$ cat config.mk
export PLATFORM = sky130hd
export DESIGN_NAME = clock_keeper
export DESIGN_NICKNAME = d
export VERILOG_FILES = /design/src/rtl/clock_keeper_pkg.sv /design/src/rtl/clock_keeper_mod_counter.sv /design/src/rtl/clock_keeper.sv
export SDC_FILE = /design/constraint.sdc
export NUM_CORES = 1
export LEC_CHECK = 0
export BUFFER_PORTS_ARGS = -buffer_cell sky130_fd_sc_hd__buf_2
export CORE_ASPECT_RATIO = 1.75
export CORE_UTILIZATION = 60
export DETAILED_ROUTE_END_ITERATION = 10
export HOLD_SLACK_MARGIN = 0.12
export PLACE_DENSITY = 0.81
export SYNTH_ARGS = -nofsm -noshare
export SYNTH_HDL_FRONTEND = slang
export SYNTH_HIERARCHICAL = 1
export SYNTH_SLANG_ARGS = --single-unit
export TNS_END_PERCENT = 10
$ cat constraint.sdc
create_clock -name clk -period 3.8 [get_ports clk]
set_clock_uncertainty 0.2 [all_clocks]
set_input_delay 0.38 -clock clk [delete_from_list [all_inputs] [get_ports clk]]
set_output_delay 0.38 -clock clk [all_outputs]
set_load 0.05 [all_outputs]
$ cat src/rtl/clock_keeper_pkg.sv
// clock_keeper_pkg: shared types and constants for the clock timekeeping stage.
// Holds the mode-machine state enum, the field-select encodings, the default
// wrap limits, and a small wrapping-increment helper.
package clock_keeper_pkg;

    typedef enum logic [1:0] {
        STATE_RUN   = 2'd0,
        STATE_SET   = 2'd1,
        STATE_ALARM = 2'd2
    } state_t;

    localparam logic [1:0] FIELD_HOUR   = 2'd0;
    localparam logic [1:0] FIELD_MINUTE = 2'd1;
    localparam logic [1:0] FIELD_SECOND = 2'd2;

    localparam int HOUR_LIMIT   = 23;
    localparam int MINSEC_LIMIT = 59;

    // Next value of a field that wraps to zero after reaching its limit.
    function automatic logic [5:0] wrap_inc(input logic [5:0] value, input logic [5:0] limit);
        return (value >= limit) ? 6'd0 : value + 6'd1;
    endfunction

endpackage

$ cat src/rtl/clock_keeper_mod_counter.sv
// mod_counter: 6-bit modulo counter used for the running second, minute and
// hour. A load takes priority over an increment. carry is asserted in the
// cycle an increment wraps the counter, so counters can be chained.
module mod_counter
    import clock_keeper_pkg::*;
(
    input  logic       clk,
    input  logic       rst,
    input  logic       inc,
    input  logic       load,
    input  logic [5:0] load_val,
    input  logic [5:0] limit,
    output logic [5:0] value,
    output logic       carry
);

    assign carry = inc && !load && (value >= limit);

    // Counter register: load wins over increment; increment wraps at limit.
    always_ff @(posedge clk or posedge rst) begin
        if (rst) begin
            value <= 6'd0;
        end else if (load) begin
            value <= load_val;
        end else if (inc) begin
            value <= wrap_inc(value, limit);
        end
    end

endmodule

$ cat src/rtl/clock_keeper.sv
// clock_keeper: running hh:mm:ss time, RUN/SET/ALARM edit machine, alarm
// registers and alarm ring with key silencing.
// Optional hourly chime: define CLOCK_KEEPER_HOURLY_CHIME_EN to build it;
// otherwise chime is tied low.
//
// Key inputs are one-cycle pulses; every high cycle is one event. key_mode
// outranks key_next/key_inc. All outputs come straight from registers, so a
// pulse sampled at edge n is visible right after edge n.
module clock_keeper
    import clock_keeper_pkg::*;
#(
    parameter int MAX_HOUR   = HOUR_LIMIT,
    parameter int MAX_MINSEC = MINSEC_LIMIT
) (
    input  logic       clk,
    input  logic       rst,
    input  logic       tick_1hz,
    input  logic       key_mode,
    input  logic       key_next,
    input  logic       key_inc,
    input  logic       alarm_on,
    output logic [5:0] run_hour,
    output logic [5:0] run_minute,
    output logic [5:0] run_second,
    output logic [5:0] edit_hour,
    output logic [5:0] edit_minute,
    output logic [5:0] edit_second,
    output logic       set_en,
    output logic       alarm_en,
    output logic [1:0] field_sel,
    output logic       alarm_ring,
    output logic       chime
);

    localparam logic [5:0] HOUR_LIM   = 6'(MAX_HOUR);
    localparam logic [5:0] MINSEC_LIM = 6'(MAX_MINSEC);

    state_t     state;
    logic [5:0] alarm_hour;
    logic [5:0] alarm_minute;
    logic       commit;
    logic       run_tick;
    logic       sec_carry;
    logic       min_carry;
    logic       hour_carry;
    logic       alarm_match;
    logic       any_key;
    logic       silence;
    logic       silence_nxt;

    // Leaving SET copies the edit fields into the running time; a tick in
    // that same cycle is dropped so the committed value is what appears.
    assign commit   = (state == STATE_SET) && key_mode;
    assign run_tick = tick_1hz && (state != STATE_SET);

    assign set_en   = (state == STATE_SET);
    assign alarm_en = (state == STATE_ALARM);

    mod_counter u_second (
        .clk      (clk),
        .rst      (rst),
        .inc      (run_tick),
        .load     (commit),
        .load_val (edit_second),
        .limit    (MINSEC_LIM),
        .value    (run_second),
        .carry    (sec_carry)
    );

    mod_counter u_minute (
        .clk      (clk),
        .rst      (rst),
        .inc      (sec_carry),
        .load     (commit),
        .load_val (edit_minute),
        .limit    (MINSEC_LIM),
        .value    (run_minute),
        .carry    (min_carry)
    );

    mod_counter u_hour (
        .clk      (clk),
        .rst      (rst),
        .inc      (min_carry),
        .load     (commit),
        .load_val (edit_hour),
        .limit    (HOUR_LIM),
        .value    (run_hour),
        .carry    (hour_carry)
    );

    // Mode machine with the edit and alarm registers it owns.
    always_ff @(posedge clk or posedge rst) begin
        if (rst) begin
            state        <= STATE_RUN;
            field_sel    <= FIELD_HOUR;
            edit_hour    <= 6'd0;
            edit_minute  <= 6'd0;
            edit_second  <= 6'd0;
            alarm_hour   <= 6'd0;
            alarm_minute <= 6'd0;
        end else begin
            case (state)
                STATE_RUN: begin
                    if (key_mode) begin
                        state       <= STATE_SET;
                        field_sel   <= FIELD_HOUR;
                        edit_hour   <= run_hour;
                        edit_minute <= run_minute;
                        edit_second <= run_second;
                    end
                end
                STATE_SET: begin
                    if (key_mode) begin
                        state       <= STATE_ALARM;
                        field_sel   <= FIELD_HOUR;
                        edit_hour   <= alarm_hour;
                        edit_minute <= alarm_minute;
                        edit_second <= 6'd0;
                    end else begin
                        if (key_inc) begin
                            case (field_sel)
                                FIELD_HOUR:   edit_hour   <= wrap_inc(edit_hour, HOUR_LIM);
                                FIELD_MINUTE: edit_minute <= wrap_inc(edit_minute, MINSEC_LIM);
                                FIELD_SECOND: edit_second <= wrap_inc(edit_second, MINSEC_LIM);
                                default: ;
                            endcase
                        end
                        if (key_next) begin
                            field_sel <= (field_sel >= FIELD_SECOND) ? FIELD_HOUR : field_sel + 2'd1;
                        end
                    end
                end
                STATE_ALARM: begin
                    if (key_mode) begin
                        state     <= STATE_RUN;
                        field_sel <= FIELD_HOUR;
                    end else begin
                        if (key_inc) begin
                            if (field_sel == FIELD_HOUR) begin
                                alarm_hour <= wrap_inc(alarm_hour, HOUR_LIM);
                                edit_hour  <= wrap_inc(alarm_hour, HOUR_LIM);
                            end else begin
                                alarm_minute <= wrap_inc(alarm_minute, MINSEC_LIM);
                                edit_minute  <= wrap_inc(alarm_minute, MINSEC_LIM);
                            end
                        end
                        if (key_next) begin
                            field_sel <= (field_sel == FIELD_HOUR) ? FIELD_MINUTE : FIELD_HOUR;
                        end
                    end
                end
                default: begin
                    state     <= STATE_RUN;
                    field_sel <= FIELD_HOUR;
                end
            endcase
        end
    end

    // The ring is muted while setting the time. A key pressed while ringing
    // mutes it until the hh:mm match goes away.
    assign alarm_match = alarm_on && (run_hour == alarm_hour) &&
                         (run_minute == alarm_minute) && (state != STATE_SET);
    assign any_key     = key_mode || key_next || key_inc;
    assign silence_nxt = alarm_match && (silence || (alarm_ring && any_key));

    // Ring and silence registers.
    always_ff @(posedge clk or posedge rst) begin
        if (rst) begin
            silence    <= 1'b0;
            alarm_ring <= 1'b0;
        end else begin
            silence    <= silence_nxt;
            alarm_ring <= alarm_match && !silence_nxt;
        end
    end

`ifdef CLOCK_KEEPER_HOURLY_CHIME_EN
    // Hourly chime: first five seconds of each hour, except while setting.
    always_ff @(posedge clk or posedge rst) begin
        if (rst) begin
            chime <= 1'b0;
        end else begin
            chime <= (run_minute == 6'd0) && (run_second <= 6'd4) && (state != STATE_SET);
        end
    end
`else
    assign chime = 1'b0;
`endif

    // The hour carry-out has no consumer: the day simply wraps.
    logic unused_hour_carry;
    assign unused_hour_carry = hour_carry;

endmodule

After elaboration in Yosys (flattened, before gate mapping)
Cells that the tools add are included.
{"block": "totals", "reg_bits": 54, "in_bits": 7, "out_inout_bits": 42, "wordCells": 129}
{"block": "classes", "addsub": 9, "order_cmp": 9, "n_eq_ne": 20, "n_mux": 46, "n_bitwise": 2, "reduce_logical": 31}
{"op": "6-bit two-way mux", "count": 32}
{"op": "6-bit by 1-bit adder with 6-bit output, second input constant", "count": 8}
{"op": "6-bit case mux with 3 select lines", "count": 2}
{"op": "6-bit >= comparator, second input constant", "count": 5}
{"op": "6-bit by 5-bit >= comparator with 1-bit output, second input constant", "count": 3}
{"op": "2-bit two-way mux", "count": 8}
{"op": "7-bit AND reduction", "count": 2}
{"op": "6-bit equality test", "count": 2}
{"op": "1-bit logical AND", "count": 12}
{"op": "2-bit != test, second input constant", "count": 6}
{"op": "2-bit case mux with 3 select lines", "count": 2}
{"op": "6-bit case mux with 2 select lines", "count": 1}
{"op": "4-bit AND reduction", "count": 3}
{"op": "3-bit by 2-bit != test with 1-bit output, second input constant", "count": 3}
{"op": "3-bit != test, second input constant", "count": 3}
{"op": "2-bit nonzero test", "count": 4}
{"op": "3-bit AND reduction", "count": 2}
{"op": "2-bit by 1-bit equality test with 1-bit output, second input constant", "count": 2}
{"op": "2-bit equality test, second input constant", "count": 2}
{"op": "2-bit logical NOT", "count": 2}
{"op": "2-bit by 1-bit != test with 1-bit output, second input constant", "count": 2}
{"op": "1-bit logical OR", "count": 3}
{"op": "3-bit nonzero test", "count": 1}
{"op": "2-bit by 1-bit adder with 2-bit output, second input constant", "count": 1}
{"op": "other kinds (4)", "count": 6}

Depth between registers and ports, before layout
Gate-level depths: netlist of the first run.
{"block": "logic_depth", "ltp_word": 9, "depth_mapped": 16, "ltp_nobuf": 12}

Hierarchy
Netlist of the first run, hierarchy kept.
{"module": "clock_keeper", "n_inst": 1, "cells_per_inst": 324, "area_per_inst_um2": 2675.1, "seq_area_each_um2": 900.9}
{"module": "mod_counter", "n_inst": 3, "cells_per_inst": 69, "area_per_inst_um2": 594.3, "seq_area_each_um2": 150.1}

Worst setup path after synthesis of the first run
No wires, ideal clock.
{"block": "synth_timing", "kind": "register to register", "start": "register state[1]", "end": "register u_hour.value[4]", "arrival_time_ps": 2976, "t_required_ps": 3513, "path_slack_ps": 538, "stages_incl_launch_ff": 17, "n_path_buf": 6, "path_cell_list": "dfrtp_1 -> inv_1 -> ha_1 -> buf_6 -> and2_2 -> clkbuf_8 -> buf_2 -> clkbuf_1 -> nor3b_1 -> buf_2 -> inv_2 -> nor3b_1 -> buf_2 -> inv_2 -> nor4_1 -> o211ai_1 -> o211ai_1"}
{"block": "synth_between", "elab_chain_cells": 8, "elab_cells_between_ends": 11, "classes_between": "eq/ne (2); mux (1); reduce/logical (8)"}
{"element": "start: declaration", "line_no": "clock_keeper.sv:38", "rtl": "state_t state;"}
{"element": "start signal: assignment", "line_no": "clock_keeper.sv:95", "rtl": "state <= STATE_RUN;"}
{"element": "start signal: assignment", "line_no": "clock_keeper.sv:106", "rtl": "state <= STATE_SET;"}
{"element": "start signal: assignment", "line_no": "clock_keeper.sv:115", "rtl": "state <= STATE_ALARM;"}
{"element": "2-bit by 1-bit equality test with 1-bit output"}
{"element": "net set_en", "line_no": "clock_keeper.sv:28", "rtl": "output logic set_en,"}
{"element": "1-bit logical AND", "line_no": "clock_keeper.sv:53", "rtl": "assign commit = (state == STATE_SET) && key_mode;"}
{"element": "net commit", "line_no": "clock_keeper.sv:41", "rtl": "logic commit;"}
{"element": "1-bit logical NOT"}
{"element": "1-bit logical AND (2 in series)", "line_no": "clock_keeper_mod_counter.sv:17", "rtl": "assign carry = inc && !load && (value >= limit);"}
{"element": "net sec_carry", "line_no": "clock_keeper.sv:43", "rtl": "logic sec_carry;"}
{"element": "1-bit logical AND (2 in series)", "line_no": "clock_keeper_mod_counter.sv:17"}
{"element": "net min_carry", "line_no": "clock_keeper.sv:44", "rtl": "logic min_carry;"}
{"element": "2-bit nonzero test (no source line)"}
{"element": "end signal: assignment", "line_no": "clock_keeper_mod_counter.sv:24", "rtl": "value <= load_val;"}
{"element": "end signal: assignment", "line_no": "clock_keeper_mod_counter.sv:26", "rtl": "value <= wrap_inc(value, limit);"}
{"element": "end: declaration", "line_no": "clock_keeper_mod_counter.sv:13", "rtl": "output logic [5:0] value,"}
The timed path passes the listed nets, and every way through them passes these cells.
A chain may end at the register's enable or synchronous reset.

Worst setup path after layout of the first run
{"block": "layout_timing", "start": "register u_second.value[2]", "end": "register u_hour.value[4]"}
{"block": "layout_between", "elab_chain_cells": 5}
{"element": "start: declaration", "line_no": "clock_keeper_mod_counter.sv:13"}
{"element": "start signal: assignment", "line_no": "clock_keeper_mod_counter.sv:24"}
{"element": "start signal: assignment", "line_no": "clock_keeper_mod_counter.sv:26"}
{"element": "6-bit >= comparator", "line_no": "clock_keeper_mod_counter.sv:17"}
{"element": "1-bit logical AND", "line_no": "clock_keeper_mod_counter.sv:17"}
{"element": "net sec_carry", "line_no": "clock_keeper.sv:43"}
{"element": "1-bit logical AND (2 in series)", "line_no": "clock_keeper_mod_counter.sv:17"}
{"element": "net min_carry", "line_no": "clock_keeper.sv:44"}
{"element": "2-bit nonzero test (no source line)"}
The timed path passes the listed nets, and every way through them passes these cells.

==> results of run 1 <==
==> worst reg2reg max path: stages, from the launching register on <==
cell	delay, ns
dfrtp_1	0.46
ha_1	0.32
nand4_1	0.26
o21ai_2	0.34
nor3b_1	0.32
buf_4	0.23
inv_2	0.07
nor3b_1	0.26
buf_4	0.22
inv_2	0.07
nor4_1	0.23
o211ai_1	0.13
o211ai_1	0.12
==> worst paths after layout <==
kind                       depth (start not counted)         endpoint  slack, ns
setup / recovery                                  12  u_hour/value[4]       0.49
hold / removal                                     2         state[1]       0.30
setup reg to reg                                  12  u_hour/value[4]       0.49
hold reg to reg                                    2          silence       0.31
max in group asynchronous                          4   edit_minute[0]       2.46
min in group asynchronous                          3  u_hour/value[4]       0.40
==> what timing repair did <==
item,CTS,global route
endpoints found under the hold margin,54,0
hold buffers,1,0
endpoints found under the setup margin,0,0
==> layout make-up <==
| type | instances | area (sq um) |
|---|---|---|
| tap | 86 | 107.6 |
| multi-input combinational | 429 | 2838 |
| sequential | 54 | 1351 |
| fill | 617 | 2327 |
| inverter | 36 | 135.1 |
| clock buffer | 7 | 132.6 |
| timing repair buffer | 54 | 290.3 |
==> metrics by stage <==
stage          area (sq um)  hold slack, ns
6_report               4855          0.3011
5_1_grt                4855          0.3270
4_1_cts                4855          0.2896
3_5_place_dp           4712          0.1625
3_3_place_gp           4712          0.1636
2_1_floorplan          4514        -0.02904
==> sequential cells by signal, summed over array words and instances, names as in the netlist, 6 cells and up <==
signal and flops:
u_hour/value 6, alarm_minute 6, edit_hour 6, edit_minute 6, u_second/value 6, edit_second 6, u_minute/value 6, alarm_hour 6
==> placed cells by master, fill, tap and decap left out, types with 10 or more instances in the layout <==
cell / instances
nor2_1: 30
nor2b_1: 11
inv_1: 33
o2111ai_1: 16
o211ai_1: 18
nor3b_1: 16
or3b_1: 10
a21oi_1: 49
dfrtp_1: 54
o21ai_0: 36
nand2_1: 44
xor2_1: 11
buf_2: 47
nand3_1: 17
nor3_1: 18
ha_1: 31
conb_1: 19
==> power groups by stage <==
stage / registers, mW / clock network [mW] / logic (mW)
final: 1.27 / 0.454 / 2.93
after global routing: 1.31 / 0.477 / 3.19
after CTS: 1.25 / 0.459 / 2.90
after detailed placement: 1.27 / 0 / 2.88
after global placement: 1.25 / 0 / 2.81
after floorplan: 1.78 / 0 / 1.72
==> routing by layer <==
metal  share of wire  GRT usage
met1            0.39     0.3599
met2            0.53     0.5627
met3           0.047    0.04528
met4           0.041     0.1901
met5               0          0
==> flow_summary.json, run 1 <==
{
  "slowest_stage": "dfrtp_1",
  "dp_slack_ns": 0.5990,
  "dieArea_sq_um": 7779,
  "wl_per_cell_um": 17.58,
  "power_mw": 4.647,
  "globalRouteTotalUtil": 0.3223,
  "clk_path_buf_depth": 2,
  "drtIter0Drc": 287,
  "h-tree-depth": 2,
  "period_share": 0.8705,
  "drt-pass1-iter-count": 5,
  "postCtsSetupRepairBufs": 0,
  "crit_buf_inv": 4,
  "max-slew-margin-rel": 0.4595,
  "pwr_density_cell_nw_per_um2": 957.2,
  "p_int_mw": 2.024,
  "antenna_found_initial": 0,
  "grt_overflow_total": 0,
  "p_clk_frac": 0.098,
  "cts_root_buf": "clkbuf_16",
  "slew_violations": 0,
  "io_buffer_count": 47,
  "status": "completed",
  "crit_path_start": "u_second/value[2]",
  "n_antenna_cell": 0,
  "crit_arrival_ns": 3.32,
  "worstMarginPinSlew_ns": 0.8072,
  "finalCriticalPeriod_ns": 3.308,
  "p_comb_frac": 0.630,
  "die_w_um": 67.11,
  "drc": 0,
  "rsz0062_at_grt": "no",
  "dp_cells": 658,
  "drv_cap": 0,
  "gp_congestion": 0.8789,
  "wirelength_um": 11710,
  "pwr-share-seq": 0.273,
  "area.growth.synth_to_final_pct": 9.081,
  "swShare": 0.5645,
  "setup_viol": 0,
  "grt_max_degree": 73,
  "hold_class": "primary input to register",
  "final_cells": 666,
  "coreArea_sq_um": 7182,
  "crit_chain": "ha_1, nand4_1, o21ai_2, nor3b_1, buf_4, inv_2, nor3b_1, buf_4, inv_2, nor4_1, o211ai_1, o211ai_1",
  "min_from": "key_mode",
  "syn_area_sq_um": 4451,
  "cts_tree": "yes",
  "placementRows": 41,
  "fin_setup_tns_ns": 0,
  "num_io_pins": 49,
  "r2r-start": "u_second/value[2]",
  "viasPerCell": 6.503,
  "path_delay_family": "simple AND/OR/NAND/NOR gates",
  "grt_pass1_wl_um": 19110,
  "numCtsBuffers": 5,
  "cp.required_ns": 3.81,
  "max_freq_mhz": 302.3,
  "path_clk_slew_ns": 0.07,
  "hpwl_um": 8517,
  "vdd_ir_drop_max_uv": 642.5,
  "utilization": 0.6760,
  "synth.avg_cell_area_sq_um": 8.397,
  "power_switching_mw": 2.623,
  "cp_slowest_stage_delay_ns": 0.46,
  "p_leak_nw": 2.160,
  "timing.final.ws_setup_ns": 0.4920,
  "path_max_fanout": 8,
  "initial_core_util": 0.6197,
  "cts_resized": 0,
  "ant_nets": 0,
  "clkSinkCount": 54,
  "drive_above_1_share": 0.1586,
  "die_h_um": 115.9,
  "crit_type": "register to register",
  "num-nets-final": 618,
  "clkLatencyLatePin_ns": 0.30,
  "final_hold_viol_count": 0,
  "grt_pass1_vias": 4034,
  "vias": 4331,
  "yosys_warnings": 6,
  "postSynthCellCount": 530,
  "cp-start-kind": "register",
  "crit_path_end_kind": "register"
}
Power figures use the tool's default switching activity.
==> run 2, diff against run 1 <==
- PLACE_DENSITY: 0.81 -> not set
- PLACE_DENSITY_LB_ADDON: not set -> 0.05
==> flow_summary.json, run 2 (synthesized netlist as in run 1, its figures left out) <==
{
  "p_clk_frac": 0.109,
  "clkSinkCount": 54,
  "final_cells": 667,
  "io_buffer_count": 47,
  "p_int_mw": 2.078,
  "utilization": 0.6807,
  "final_cell_mix": "dfrtp_1, a21oi_1, buf_2",
  "coreArea_sq_um": 7182,
  "crit_type": "register to register",
  "wirelength_um": 11610,
  "power_switching_mw": 2.606,
  "clk_path_buf_depth": 2,
  "rsz0062_at_grt": "no",
  "worst-r2r-cell-count": 12,
  "crit_path_end_kind": "register",
  "globalRouteTotalUtil": 0.3174,
  "antenna_found_initial": 0,
  "final_common_cell": "dfrtp_1",
  "whs_endpoint": "state[1]",
  "clkLatencyLatePin_ns": 0.29,
  "max_freq_mhz": 302.1,
  "area.growth.synth_to_final_pct": 9.840,
  "gp_congestion": 0.9099,
  "min_from": "key_mode",
  "r2r-end": "u_hour/value[4]",
  "dp_slack_ns": 0.5750,
  "setup_viol": 0,
  "grt_max_degree": 73,
  "placementRows": 41,
  "drtIter0Drc": 317,
  "die_h_um": 115.9,
  "max-slew-margin-rel": 0.4508,
  "slowest_stage": "dfrtp_1",
  "viasPerCell": 6.435,
  "slew_violations": 0,
  "num-nets-final": 618,
  "period_share": 0.8712,
  "cp-start-kind": "register",
  "wl_per_cell_um": 17.41,
  "timing.final.ws_setup_ns": 0.4896,
  "crit_chain": "ha_1, nand4_1, o21ai_2, nor3b_1, buf_4, inv_2, nor3b_1, buf_4, inv_2, nor4_1, o211ai_1, o211ai_1",
  "fin_area_sq_um": 4888,
  "path_max_fanout": 8,
  "regToRegSetupSlack_ns": 0.49,
  "fin_setup_tns_ns": 0,
  "numCtsBuffers": 5,
  "vdd_ir_drop_max_uv": 636.0,
  "h-tree-depth": 2,
  "hold_class": "primary input to register",
  "drc": 0,
  "vias": 4292,
  "cp.required_ns": 3.82,
  "power_mw": 4.684,
  "dp_cells": 658,
  "hold_ws_ns": 0.2679,
  "finalCriticalPeriod_ns": 3.310,
  "crit_arrival_ns": 3.33,
  "pwr_density_cell_nw_per_um2": 958.1,
  "worstMarginPinSlew_ns": 0.8202,
  "grt_pass1_vias": 4030,
  "cts_root_buf": "clkbuf_16",
  "drv_cap": 0,
  "initial_core_util": 0.6197,
  "n_antenna_cell": 0,
  "drt-pass1-iter-count": 5,
  "die_w_um": 67.11,
  "crit_path_start": "u_second/value[2]",
  "pwr-share-seq": 0.268,
  "final_hold_viol_count": 0,
  "r2r-start": "u_second/value[2]",
  "cts_tree": "yes",
  "swShare": 0.5563,
  "place_area_sq_um": 4712,
  "num_io_pins": 49,
  "dieArea_sq_um": 7779,
  "status": "completed",
  "cp_slowest_stage_delay_ns": 0.45,
  "ant_nets": 0,
  "min_delay_path_depth": 2,
  "grt_pass1_wl_um": 18830,
  "grt_overflow_total": 0,
  "path_clk_slew_ns": 0.07,
  "drive_above_1_share": 0.1635,
  "p_leak_nw": 2.179,
  "hpwl_um": 8591,
  "p_comb_frac": 0.623
}
## run 2: cell types whose count changed in the layout (fill, tap and decap cells not counted), sizes merged
cell,previous run,this run
clkbuf,7,8
## run 2: routing by layer
metal  track usage  routed length (um)  vias to the layer above
met5             0                   0                        -
met4        0.1773                 309                        0
met3       0.04134                 441                       28
met2        0.5807                6332                      156
met1        0.3360                4529                     2066
li1              -                   -                     2042
## run 2: critical path, delay by kind of cell (launching register included)
family	cells	cell delay (ns)
AO/OA/AOI/OAI	3	0.59
adder cells (fa/ha/maj)	1	0.31
buffers and inverters	4	0.57
flip-flops	1	0.45
AND/OR/NAND/NOR	4	1.11
## run 2: timing repair
item                                    CTS  global route
endpoints found under the setup margin    0             0
setup buffers                             0             0
hold endpoints to repair                 36             0
hold buffers                              1             0
gates resized for setup                   0             0
## run 2: worst max-delay path by stage
stage	to	slack [ns]	cells past startpoint
6_report	u_hour/value[4]	0.49	12
5_1_grt	u_hour/value[4]	0.30	12
4_1_cts	u_hour/value[4]	0.54	12
3_5_place_dp	u_hour/value[4]	0.57	12
3_3_place_gp	u_hour/value[4]	0.68	12
2_1_floorplan	u_hour/value[4]	0.54	16
## run 2: area by class of cell
cell class / instances / area [sq um]
Sequential cell: 54 / 1351
Clock buffer: 8 / 166.4
Tap cell: 86 / 107.6
Multi-Input combinational cell: 429 / 2838
Timing Repair Buffer: 54 / 290.3
Inverter: 36 / 135.1
Fill cell: 626 / 2293
## run 2: power groups by stage
stage | combinational, mW | sequential, mW | clock (mW)
detailed placement | 2.88 | 1.26 | 0
floorplan | 1.72 | 1.78 | 0
global placement | 2.82 | 1.25 | 0
finish | 2.92 | 1.25 | 0.510
CTS | 2.89 | 1.25 | 0.518
global route | 3.19 | 1.30 | 0.538
==> run 3, diff against run 2 <==
- BUFFER_PORTS_ARGS: -buffer_cell sky130_fd_sc_hd__buf_2 -> -buffer_cell sky130_fd_sc_hd__clkbuf_2
==> flow_summary.json, run 3 (synthesized netlist as in run 1, its figures left out) <==
{
  "cp.required_ns": 3.81,
  "hold_class": "register to register",
  "drc": 0,
  "io_buffer_count": 47,
  "power_mw": 4.628,
  "initial_core_util": 0.6197,
  "cts_root_buf": "clkbuf_16",
  "fill_cells": 646,
  "period_share": 0.8787,
  "clkSinkCount": 54,
  "grt_pass1_wl_um": 18810,
  "grt_max_degree": 73,
  "timing.final.ws_setup_ns": 0.4610,
  "crit_arrival_ns": 3.35,
  "hpwl_um": 8434,
  "clkLatencyLatePin_ns": 0.29,
  "path_clk_slew_ns": 0.07,
  "rsz0062_at_grt": "no",
  "dr_wl_met2_um": 6182,
  "ant_nets": 0,
  "h-tree-depth": 2,
  "wl_per_cell_um": 17.33,
  "worst-r2r-cell-count": 12,
  "top_layer": "met4",
  "status": "completed",
  "vias": 4253,
  "slew_violations": 0,
  "crit_path_end_kind": "register",
  "crit_chain": "ha_1, nand4_1, o21ai_2, nor3b_1, buf_4, inv_2, nor3b_1, buf_4, inv_2, nor4_1, o211ai_1, o211ai_1",
  "drt-pass1-iter-count": 5,
  "finalCriticalPeriod_ns": 3.339,
  "path_max_fanout": 8,
  "n_antenna_cell": 0,
  "drv_cap": 0,
  "dieArea_sq_um": 7779,
  "pwr_density_cell_nw_per_um2": 953.4,
  "viasPerCell": 6.386,
  "p_leak_nw": 2.163,
  "wirelength_um": 11540,
  "slowest_stage": "dfrtp_1",
  "final_cell_mix": "dfrtp_1, a21oi_1, clkbuf_2",
  "final_common_cell": "dfrtp_1",
  "antenna_found_initial": 0,
  "die_h_um": 115.9,
  "max-slew-margin-rel": 0.2675,
  "crit_type": "register to register",
  "num-nets-final": 618,
  "drive_above_1_share": 0.1586,
  "numCtsBuffers": 5,
  "min_delay_path_depth": 2,
  "cp-start-kind": "register",
  "place_area_sq_um": 4712,
  "placementRows": 41,
  "cts_resized": 0,
  "setup_viol": 0,
  "drtIter0Drc": 358,
  "coreArea_sq_um": 7182,
  "dp_slack_ns": 0.5789,
  "final_hold_viol_count": 0,
  "globalRouteTotalUtil": 0.3157,
  "wl_met3_um": 462,
  "vdd_ir_drop_max_uv": 620.7,
  "gp_congestion": 0.9445,
  "max_freq_mhz": 299.5,
  "cp_slowest_stage_delay_ns": 0.45,
  "num_io_pins": 49,
  "utilization": 0.6760,
  "fin_area_sq_um": 4855,
  "ff_latch_area_sq_um": 1351,
  "worstMarginPinSlew_ns": 1.098,
  "grt_overflow_total": 0,
  "cts_tree": "yes",
  "fin_setup_tns_ns": 0,
  "grt_pass1_vias": 4062,
  "die_w_um": 67.11,
  "met1_length_um": 4515,
  "area.growth.synth_to_final_pct": 9.081,
  "clk_path_buf_depth": 2,
  "multi_input_area_sq_um": 2838
}
[run 3: cell type report]
cell class,instances,area share
Clock buffer,7,0.02732
Inverter,36,0.02784
Multi-Input combinational cell,429,0.5845
Sequential cell,54,0.2784
Tap cell,86,0.02216
Timing Repair Buffer,54,0.05979
[run 3: timing repair]
item	CTS	global route
setup buffers	0	0
hold endpoints to repair	18	0
hold buffers	1	0
[run 3: critical path, delay by kind of cell (launching register included)]
kind                       cells  cell delay (ns)
adders and majority gates      1             0.31
buffers and inverters          4             0.58
AOI/OAI and AO/OA              3             0.58
and+or+nand+nor                4             1.12
DFF                            1             0.45
[run 3: layer usage]
metal / track usage / up-vias
met5: 0 / -
met1: 0.3439 / 2012
li1: - / 2044
met2: 0.5760 / 161
met3: 0.04429 / 36
met4: 0.1532 / 0
[run 3: power breakdown]
part | switching, mW | total (mW) | leakage, nW | internal [mW]
clock network | 0.209 | 0.451 | 0.0640 | 0.242
logic | 1.95 | 2.92 | 1.44 | 0.967
registers | 0.453 | 1.26 | 0.655 | 0.807
[run 3: final timing paths]
check / end / slack [ns] / startpoint
worst max-delay path: u_hour/value[4] / 0.46 / u_second/value[2]
worst min-delay path: silence / 0.29 / silence
worst max register to register: u_hour/value[4] / 0.46 / u_second/value[2]
worst min register to register: silence / 0.29 / silence
max in group asynchronous: alarm_hour[1] / 1.87 / rst
min in group asynchronous: u_second/value[4] / 0.41 / rst
[run 3: metrics by stage]
step	cells	hold WS (ns)
finish	666	0.2907
global route	666	0.3188
CTS	666	0.2733
detailed placement	658	0.1594
global placement	658	0.1599
floorplan	547	-0.02904
